==> src/rtl/muldiv_unit.sv <==
// muldiv_unit: iterative RV32M multiply/divide unit.
// Every operation takes exactly 34 cycles from accepted start to the done pulse.
// Multiplies use a shift-add loop on operand magnitudes, one bit per cycle.
// Divides use a restoring loop on operand magnitudes, one bit per cycle.
// Signs are applied in a single fix-up cycle before the result is registered.
module muldiv_unit (
  input  logic        clk,
  input  logic        rst,
  input  logic        start,
  input  logic        kill,
  input  logic [2:0]  funct3,
  input  logic [31:0] rs1_data,
  input  logic [31:0] rs2_data,
  input  logic [4:0]  rd,
  output logic        busy,
  output logic        done,
  output logic [31:0] result,
  output logic [4:0]  result_rd
);

  localparam logic [1:0] ST_IDLE = 2'd0;
  localparam logic [1:0] ST_CALC = 2'd1;
  localparam logic [1:0] ST_FIX  = 2'd2;
  localparam logic [1:0] ST_DONE = 2'd3;

  localparam logic [2:0] OP_MUL    = 3'b000;
  localparam logic [2:0] OP_MULH   = 3'b001;
  localparam logic [2:0] OP_MULHSU = 3'b010;
  localparam logic [2:0] OP_MULHU  = 3'b011;
  localparam logic [2:0] OP_DIV    = 3'b100;
  localparam logic [2:0] OP_DIVU   = 3'b101;
  localparam logic [2:0] OP_REM    = 3'b110;
  localparam logic [2:0] OP_REMU   = 3'b111;

  // Two's-complement negation when en is set.
  function automatic logic [31:0] cond_neg32(input logic [31:0] v, input logic en);
    return en ? (~v + 32'd1) : v;
  endfunction

  function automatic logic [63:0] cond_neg64(input logic [63:0] v, input logic en);
    return en ? (~v + 64'd1) : v;
  endfunction

  // Control state (reset).
  logic [1:0]  state_q, state_d;
  logic [4:0]  cnt_q, cnt_d;
  logic [31:0] result_q, result_d;
  logic [4:0]  result_rd_q, result_rd_d;

  // Datapath state (no reset needed; always loaded on accept).
  logic [2:0]  op_q, op_d;
  logic [4:0]  rd_q, rd_d;
  logic        sa_q, sa_d;
  logic        sb_q, sb_d;
  logic        bz_q, bz_d;
  // m: multiplicand (multiply) or divisor (divide).
  logic [31:0] m_q, m_d;
  // hi: upper product half or partial remainder.
  logic [31:0] hi_q, hi_d;
  // lo: multiplier bits or dividend, which becomes the quotient.
  logic [31:0] lo_q, lo_d;

  logic        accept;
  logic        a_signed, b_signed, a_neg, b_neg;
  logic [31:0] a_mag, b_mag;
  logic [32:0] mul_sum;
  logic [32:0] rem_sh;
  logic        rem_ge;
  logic [31:0] rem_sub;
  logic [63:0] prod;

  // Operand sign decode and magnitude formation for the incoming request.
  always_comb begin
    a_signed = (funct3 == OP_MUL) || (funct3 == OP_MULH) || (funct3 == OP_MULHSU) ||
               (funct3 == OP_DIV) || (funct3 == OP_REM);
    b_signed = (funct3 == OP_MUL) || (funct3 == OP_MULH) ||
               (funct3 == OP_DIV) || (funct3 == OP_REM);
    a_neg    = a_signed & rs1_data[31];
    b_neg    = b_signed & rs2_data[31];
    a_mag    = cond_neg32(rs1_data, a_neg);
    b_mag    = cond_neg32(rs2_data, b_neg);
    // DONE behaves like IDLE for acceptance so ops can run back to back.
    accept   = ((state_q == ST_IDLE) || (state_q == ST_DONE)) && start && !kill;
  end

  // Sequencer: next state and iteration counter.
  always_comb begin
    state_d = state_q;
    cnt_d   = cnt_q;
    case (state_q)
      ST_IDLE, ST_DONE: begin
        if (accept) begin
          state_d = ST_CALC;
          cnt_d   = 5'd0;
        end else begin
          state_d = ST_IDLE;
        end
      end
      ST_CALC: begin
        if (kill) begin
          state_d = ST_IDLE;
        end else begin
          cnt_d = cnt_q + 5'd1;
          if (cnt_q == 5'd31) state_d = ST_FIX;
        end
      end
      ST_FIX: begin
        state_d = kill ? ST_IDLE : ST_DONE;
      end
      default: state_d = ST_IDLE;
    endcase
  end

  // Iteration datapath: operand capture, one shift-add or restoring step per CALC cycle.
  always_comb begin
    op_d    = op_q;
    rd_d    = rd_q;
    sa_d    = sa_q;
    sb_d    = sb_q;
    bz_d    = bz_q;
    m_d     = m_q;
    hi_d    = hi_q;
    lo_d    = lo_q;
    mul_sum = {1'b0, hi_q} + (lo_q[0] ? {1'b0, m_q} : 33'd0);
    rem_sh  = {hi_q, lo_q[31]};
    rem_ge  = (rem_sh >= {1'b0, m_q});
    // When rem_ge holds, the difference is below the divisor and fits in 32 bits.
    rem_sub = rem_sh[31:0] - m_q;
    if (accept) begin
      op_d = funct3;
      rd_d = rd;
      sa_d = a_neg;
      sb_d = b_neg;
      bz_d = (rs2_data == 32'd0);
      hi_d = 32'd0;
      if (funct3[2]) begin
        m_d  = b_mag;
        lo_d = a_mag;
      end else begin
        m_d  = a_mag;
        lo_d = b_mag;
      end
    end else if (state_q == ST_CALC) begin
      if (op_q[2]) begin
        hi_d = rem_ge ? rem_sub : rem_sh[31:0];
        lo_d = {lo_q[30:0], rem_ge};
      end else begin
        hi_d = mul_sum[32:1];
        lo_d = {mul_sum[0], lo_q[31:1]};
      end
    end
  end

  // Fix-up: apply signs, select the half or quotient/remainder, register on entering DONE.
  always_comb begin
    result_d    = result_q;
    result_rd_d = result_rd_q;
    prod        = cond_neg64({hi_q, lo_q}, sa_q ^ sb_q);
    if ((state_q == ST_FIX) && !kill) begin
      result_rd_d = rd_q;
      case (op_q)
        OP_MUL:                     result_d = prod[31:0];
        OP_MULH, OP_MULHSU, OP_MULHU: result_d = prod[63:32];
        OP_DIV:                     result_d = bz_q ? 32'hFFFF_FFFF : cond_neg32(lo_q, sa_q ^ sb_q);
        OP_DIVU:                    result_d = bz_q ? 32'hFFFF_FFFF : lo_q;
        OP_REM:                     result_d = cond_neg32(hi_q, sa_q);
        default:                    result_d = hi_q;
      endcase
    end
  end

  // Control and output registers with asynchronous reset.
  always_ff @(posedge clk or posedge rst) begin
    if (rst) begin
      state_q     <= ST_IDLE;
      cnt_q       <= 5'd0;
      result_q    <= 32'd0;
      result_rd_q <= 5'd0;
    end else begin
      state_q     <= state_d;
      cnt_q       <= cnt_d;
      result_q    <= result_d;
      result_rd_q <= result_rd_d;
    end
  end

  // Datapath registers.
  always_ff @(posedge clk) begin
    op_q <= op_d;
    rd_q <= rd_d;
    sa_q <= sa_d;
    sb_q <= sb_d;
    bz_q <= bz_d;
    m_q  <= m_d;
    hi_q <= hi_d;
    lo_q <= lo_d;
  end

  assign busy      = (state_q == ST_CALC) || (state_q == ST_FIX);
  assign done      = (state_q == ST_DONE);
  assign result    = result_q;
  assign result_rd = result_rd_q;

endmodule

==> config.mk <==
export PLATFORM = sky130hd
export DESIGN_NAME = muldiv_unit
export DESIGN_NICKNAME = d
export VERILOG_FILES = /design/src/rtl/muldiv_unit.sv
export SDC_FILE = /design/constraint.sdc
export NUM_CORES = 1
export LEC_CHECK = 0
export CELL_PAD_IN_SITES_DETAIL_PLACEMENT = 1
export CELL_PAD_IN_SITES_GLOBAL_PLACEMENT = 1
export CORE_ASPECT_RATIO = 0.6
export CORE_MARGIN = 5
export CORE_UTILIZATION = 45
export DETAILED_ROUTE_END_ITERATION = 6
export PLACE_DENSITY = 0.9
export SYNTH_ARGS = -nofsm -noshare
export SYNTH_HDL_FRONTEND = slang
export SYNTH_SLANG_ARGS = --single-unit
==> constraint.sdc <==
create_clock -name clk -period 3.9 [get_ports clk]
set_clock_uncertainty 0.1 [all_clocks]
set_input_delay 0.78 -clock clk [delete_from_list [all_inputs] [get_ports clk]]
set_output_delay 0.78 -clock clk [all_outputs]
set_load 0.005 [all_outputs]
# After elaboration in Yosys (flattened, before gate mapping)

Index checks and enable logic that the tools add are counted.

Flip-flop bits (word level): 151
Input bits: 76
Word-level logic and storage cells: 91
Output and inout port bits: 39

Bitwise operators: 8
Magnitude comparators: 1
Reduce and logical (&&, ||, !) cells: 21
Eq/ne operators: 17
$add $sub $neg: 8
Multiplexer cells: 24

Operator list:

| kind                    | number |
|---|---|
| $mux W32                | 14 |
| $pmux W32 S5            | 1 |
| $add A32 B1 Y32 const B | 4 |
| $not A32 Y32            | 4 |
| $add A64 B1 Y64 const B | 1 |
| $mux W64                | 1 |
| $not A64 Y64            | 1 |
| $add A32 B32 Y33        | 1 |
| $ge A33 B32 Y1          | 1 |
| $logic_not A32 Y1       | 1 |
| $sub A32 B32 Y32        | 1 |
| $eq A3 B3 Y1 const B    | 5 |
| $mux W5                 | 2 |
| $pmux W5 S2             | 1 |
| $eq A3 B2 Y1 const B    | 3 |
| $logic_or A1 B1 Y1      | 8 |
| $eq A3 B1 Y1 const B    | 2 |
| $logic_not A3 Y1        | 2 |
| $mux W2                 | 3 |
| $pmux W2 S3             | 1 |
| $add A5 B1 Y5 const B   | 1 |
| $eq A5 B5 Y1 const B    | 1 |
| $eq A2 B2 Y1 const B    | 2 |
| $ne A2 B2 Y1 const B    | 2 |
| 12 further kinds        | 16 |

# Depth between registers and ports, before layout

Gate-level depths: netlist of run 1.

Depth after elaboration: 9
Mapped depth: 14
Mapped depth without buffers: 13

# Least setup slack after synthesis of run 1

Ideal clock, no wire load.

Path type: flip-flop to flip-flop
Start: register lo_q[0]
End: register hi_q[23]
Required time: 3.658 ns
Path buffers: 1
Stages on the path, launching flop included: 14
Clock period less this slack: 3.614 ns
Slack: 0.286 ns
Library setup time: 0.142 ns
Arrival: 3.372 ns
Path through: edfxtp_1 -> inv_1 -> clkbuf_1 -> nor2_1 -> fa_1 -> a21o_1 -> a221oi_1 -> a22oi_1 -> o21ai_0 -> o41ai_1 -> a221oi_1 -> xnor2_1 -> a221oi_1 -> a221oi_1

Word-level cells in the longest chain between the ends: 3

Ends and longest elaborated chain:

| what                   | RTL line | RTL |
|---|---|---|
| from (decl)            | 61       | `logic [31:0] lo_q, lo_d;` |
| from (signal assigned) | 196      | `lo_q <= lo_d;` |
| $mux W32               | 124      | `mul_sum = {1'b0, hi_q} + (lo_q[0] ? {1'b0, m_q} : 33'd0);` |
| $add A32 B32 Y33       | 124      |  |
| $mux W32               | 144      | `if (op_q[2]) begin` |
| to (signal assigned)   | 195      | `hi_q <= hi_d;` |
| to (decl)              | 59       | `logic [31:0] hi_q, hi_d;` |

No other way between the ends.
A chain may end at the register's enable or synchronous reset.

# Worst setup path after layout of run 1

Start: register hi_q[9]
End: register result_q[21] (netlist: result[21])

Word-level cells in the longest chain between the ends: 4
Elaborated cells on any way between the ends: 7
Those cells by class: add/sub (2); mux (3); bitwise (2)

Ends and longest elaborated chain:

| what                                                      | RTL line | RTL |
|---|---|---|
| $not A64 Y64 / $not A32 Y32 (equally long branches)       | 41, 37   |  |
| $add A64 B1 Y64 / $add A32 B1 Y32 (equally long branches) | 41, 37   |  |
| $mux W64 / $mux W32 (equally long branches)               | 41, 37   |  |
| $pmux W32 S5 *                                            | 161      | `case (op_q)` |
| to (signal assigned)                                      | 182      | `result_q <= result_d;` |
| to (decl)                                                 | 47       | `logic [31:0] result_q, result_d;` |

Mark *: on every way between the ends. The rest lies on a longest branch, timed or not.

==> impl_metrics.toml, run 1 <==
[timing]
max_freq_mhz = 253.6
tightestPinTransition_ps = 1103
setup_tns_ps = -43.98
finalCritPeriodShare_pct = 101.1
drv_slew = 0
hold_viol = 0
rsz0062_at_grt = "true"
maxSlewHeadroom_pct = 25.66
whs_ps = 349.4
worst_slack_ps = -43.98
finalSetupViolations = 1
finalCriticalPeriod_ps = 3944

[yosys]
async_reset_ff_share_pct = 29.14
yosysUniqueCellTypes = 87
synth-seq-cells = 151
synth_area_mm2 = 0.01482
ys.flop_type = "edfxtp_1"
syn-num-nets = 2055
yosysWarnings = 0
ys_seq_area_share_pct = 26.96
synth-edff-count = 75
syn_inst = 1904
syn_avg_cell_area_um2 = 7.781

[clocking]
path_clk_slew_ps = 70
cts-root-buf = "clkbuf_16"
insertion_delay_ps = 480
ctsHoldBuffers = 0
numCtsBuffers = 17
cts_tree = "yes"
cts_buffer_depth = 2
h-tree-depth = 4
cts.sinks = 151

[setup_path]
worst_setup_path_end_kind = "flop"
start_kind = "flop"
critPathMaxFanout = 6
cp_slowest_cell = "nor4_2"
crit_type = "flop to flop"
path_cells = "nor4_2 -> buf_4 -> nand4_1 -> buf_4 -> nor4_1 -> buf_4 -> nand2b_1 -> xor2_1 -> a21oi_1 -> o21ai_0 -> o21ai_0 -> a221oi_1 -> a21oi_1"
cpMostUsedCell = "buf_4"
required_ps = 4150
worst_ep_arrival_time_ps = 4190
cpPeakStageDelay_ps = 670

[pwr]
peakVddDrop_mv = 0.4183
power.density_mw_per_mm2 = 614.8
cellLeakagePower_nw = 7.407

[die]
fp.dieH_um = 150.6
die_x_um = 244.2
die_area_mm2 = 0.03677
start_util_pct = 45.61
core_mm2 = 0.03248
rows = 51
ioPinCount = 115

[worst_hold_path]
worst_hold_path_type = "flop to flop"

[route]
detail-route-antenna-nets = 0
drt_iter0_drc = 2558
drt_wl_total_um = 71480
drcViolationCount = 6
wl_per_cell_um = 28.48
vias = 17124
first_pass_iters = 7
routed_via_density = 6.822

[outcome]
status = "complete, but fails checks"
violations = "design-rule violations, negative setup slack"

[grt]
grt_util_all_layers_pct = 37.76
grt_max_degree = 69
first_global_vias = 17211
grt_pass1_wl_um = 105900
grt_antenna_before_repair = 1
grt_overflow = 0

[final_layout]
layout.nets = 2223
area_growth_syn_to_layout_pct = 21.71
fin_area_mm2 = 0.01803
drive_gt1_share_pct = 12.85
utilization_pct = 55.52

[place]
io_buffer_count = 114
place_area_mm2 = 0.01720
gp_congestion = 1.113
hpwl_um = 54400

[run]
maxCapViolations = 0
-- synthesized netlist by cell type (all sizes together) (18+ instances only) --
cell | instances | area (µm²)
dfxtp | 32 | 640.6
a31oi | 30 | 187.7
nor4 | 22 | 180.2
edfxtp | 75 | 2252
ha | 73 | 913.4
nor2 | 193 | 732.0
dfrtp | 44 | 1101
inv | 69 | 259.0
a221oi | 18 | 157.7
nor3 | 62 | 321.6
nand3 | 25 | 125.1
a211oi | 20 | 150.1
xor2 | 90 | 788.3
o21ai | 186 | 930.9
nand2 | 176 | 668.1
and3 | 18 | 113.9
clkbuf | 111 | 416.7
a21o | 20 | 150.1
a21oi | 198 | 991.0
mux2i | 96 | 960.9
o31ai | 19 | 142.6
xnor2 | 94 | 823.3
-- what timing repair did --
| item | 4_1_cts | 5_1_grt |
|---|---|---|
| endpoints found under the hold margin | 0 | 0 |
| setup endpoints to repair | 11 | 17 |
| pin swaps | 0 | 11 |
| buffers inserted | 3 | 4 |
| resized for setup | 8 | 32 |
-- metrics by stage --
stage          setup WS (ps)  cells  power [mW]
2_1_floorplan          285.7   1904       6.297
3_3_place_gp           2.242   2470       8.332
3_5_place_dp          -222.6   2470       8.660
4_1_cts                6.201   2505       10.56
5_1_grt               -40.52   2509       11.48
6_report              -43.98   2510       11.09
-- logic make-up after synthesis --
| logic type | share of synthesized area (%) |
|---|---|
| xor+xnor | 10.88 |
| compound gates | 25.07 |
| mux | 6.942 |
| buf+inv | 5.126 |
| simple gates | 18.60 |
| fa+ha+maj | 6.435 |
| flops | 26.96 |
-- worst max-delay path, delay by kind of cell, from the launching register on --
family,cells,cell delay (ps)
compound gates,5,900
xor+xnor,1,190
buf+inv,3,720
flops,1,440
simple gates,4,1480
-- power by group --
| group | leakage [nW] | switching, mW | internal, mW | total (mW) |
|---|---|---|---|---|
| clock | 0.282 | 0.888 | 0.912 | 1.80 |
| sequential | 1.57 | 0.481 | 2.02 | 2.50 |
| combinational | 5.55 | 4.20 | 2.58 | 6.78 |
-- sequential cells by signal, indices dropped and copies added, names as in the netlist --
signal	flops
hi_q	32
lo_q	32
m_q	32
result	32
cnt_q	5
rd_q	5
result_rd	5
op_q	3
state_q	2
bz_q	1
sa_q	1
sb_q	1
-- layer usage --
metal | vias to the layer above | GRT usage [%] | routed length (µm)
met2 | 1243 | 53.46 | 28290
met3 | 288 | 15.97 | 10570
li1 | 7279 | - | -
met5 | - | 0 | 50
met1 | 8310 | 51.11 | 29180
met4 | 4 | 14.43 | 3389
-- cell type report --
class	instances	area, µm²
Antenna cell	1	2.502
Clock buffer	18	429.2
Clock inverter	14	153.9
Fill cell	3951	14450
Inverter	71	270.3
Multi-Input combinational cell	1554	10280
Sequential cell	151	3994
Tap cell	424	530.5
Timing Repair Buffer	277	2375
-- cells in the final DEF, fill, tap and decap left out, types with 68 or more instances in the layout --
cell type / count
nor2_1: 190
xnor2_1: 93
xor2_1: 89
a21oi_1: 193
buf_4: 163
o21ai_0: 182
mux2i_1: 96
edfxtp_1: 75
clkdlybuf4s50_1: 113
nand2_1: 174
ha_1: 68
-- path summary, 6_finish.rpt --
check	cells after the start	slack (ps)	from	end
hold reg to reg	2	350	rd_q[0]	result_rd[0]
setup / recovery	13	-40	hi_q[9]	result[21]
max in group asynchronous	2	2340	rst	result[15]
hold / removal	2	350	rd_q[0]	result_rd[0]
setup reg to reg	13	-40	hi_q[9]	result[21]
min in group asynchronous	2	740	rst	state_q[1]
No activity file was read; power rests on OpenSTA's default activity.
==> run 2, diff against run 1 <==
Settings changed: CTS_CLUSTER_SIZE set to 30.
==> results of run 2 <==
Same layout as run 1: the final DEF is identical, and so are final timing and power.
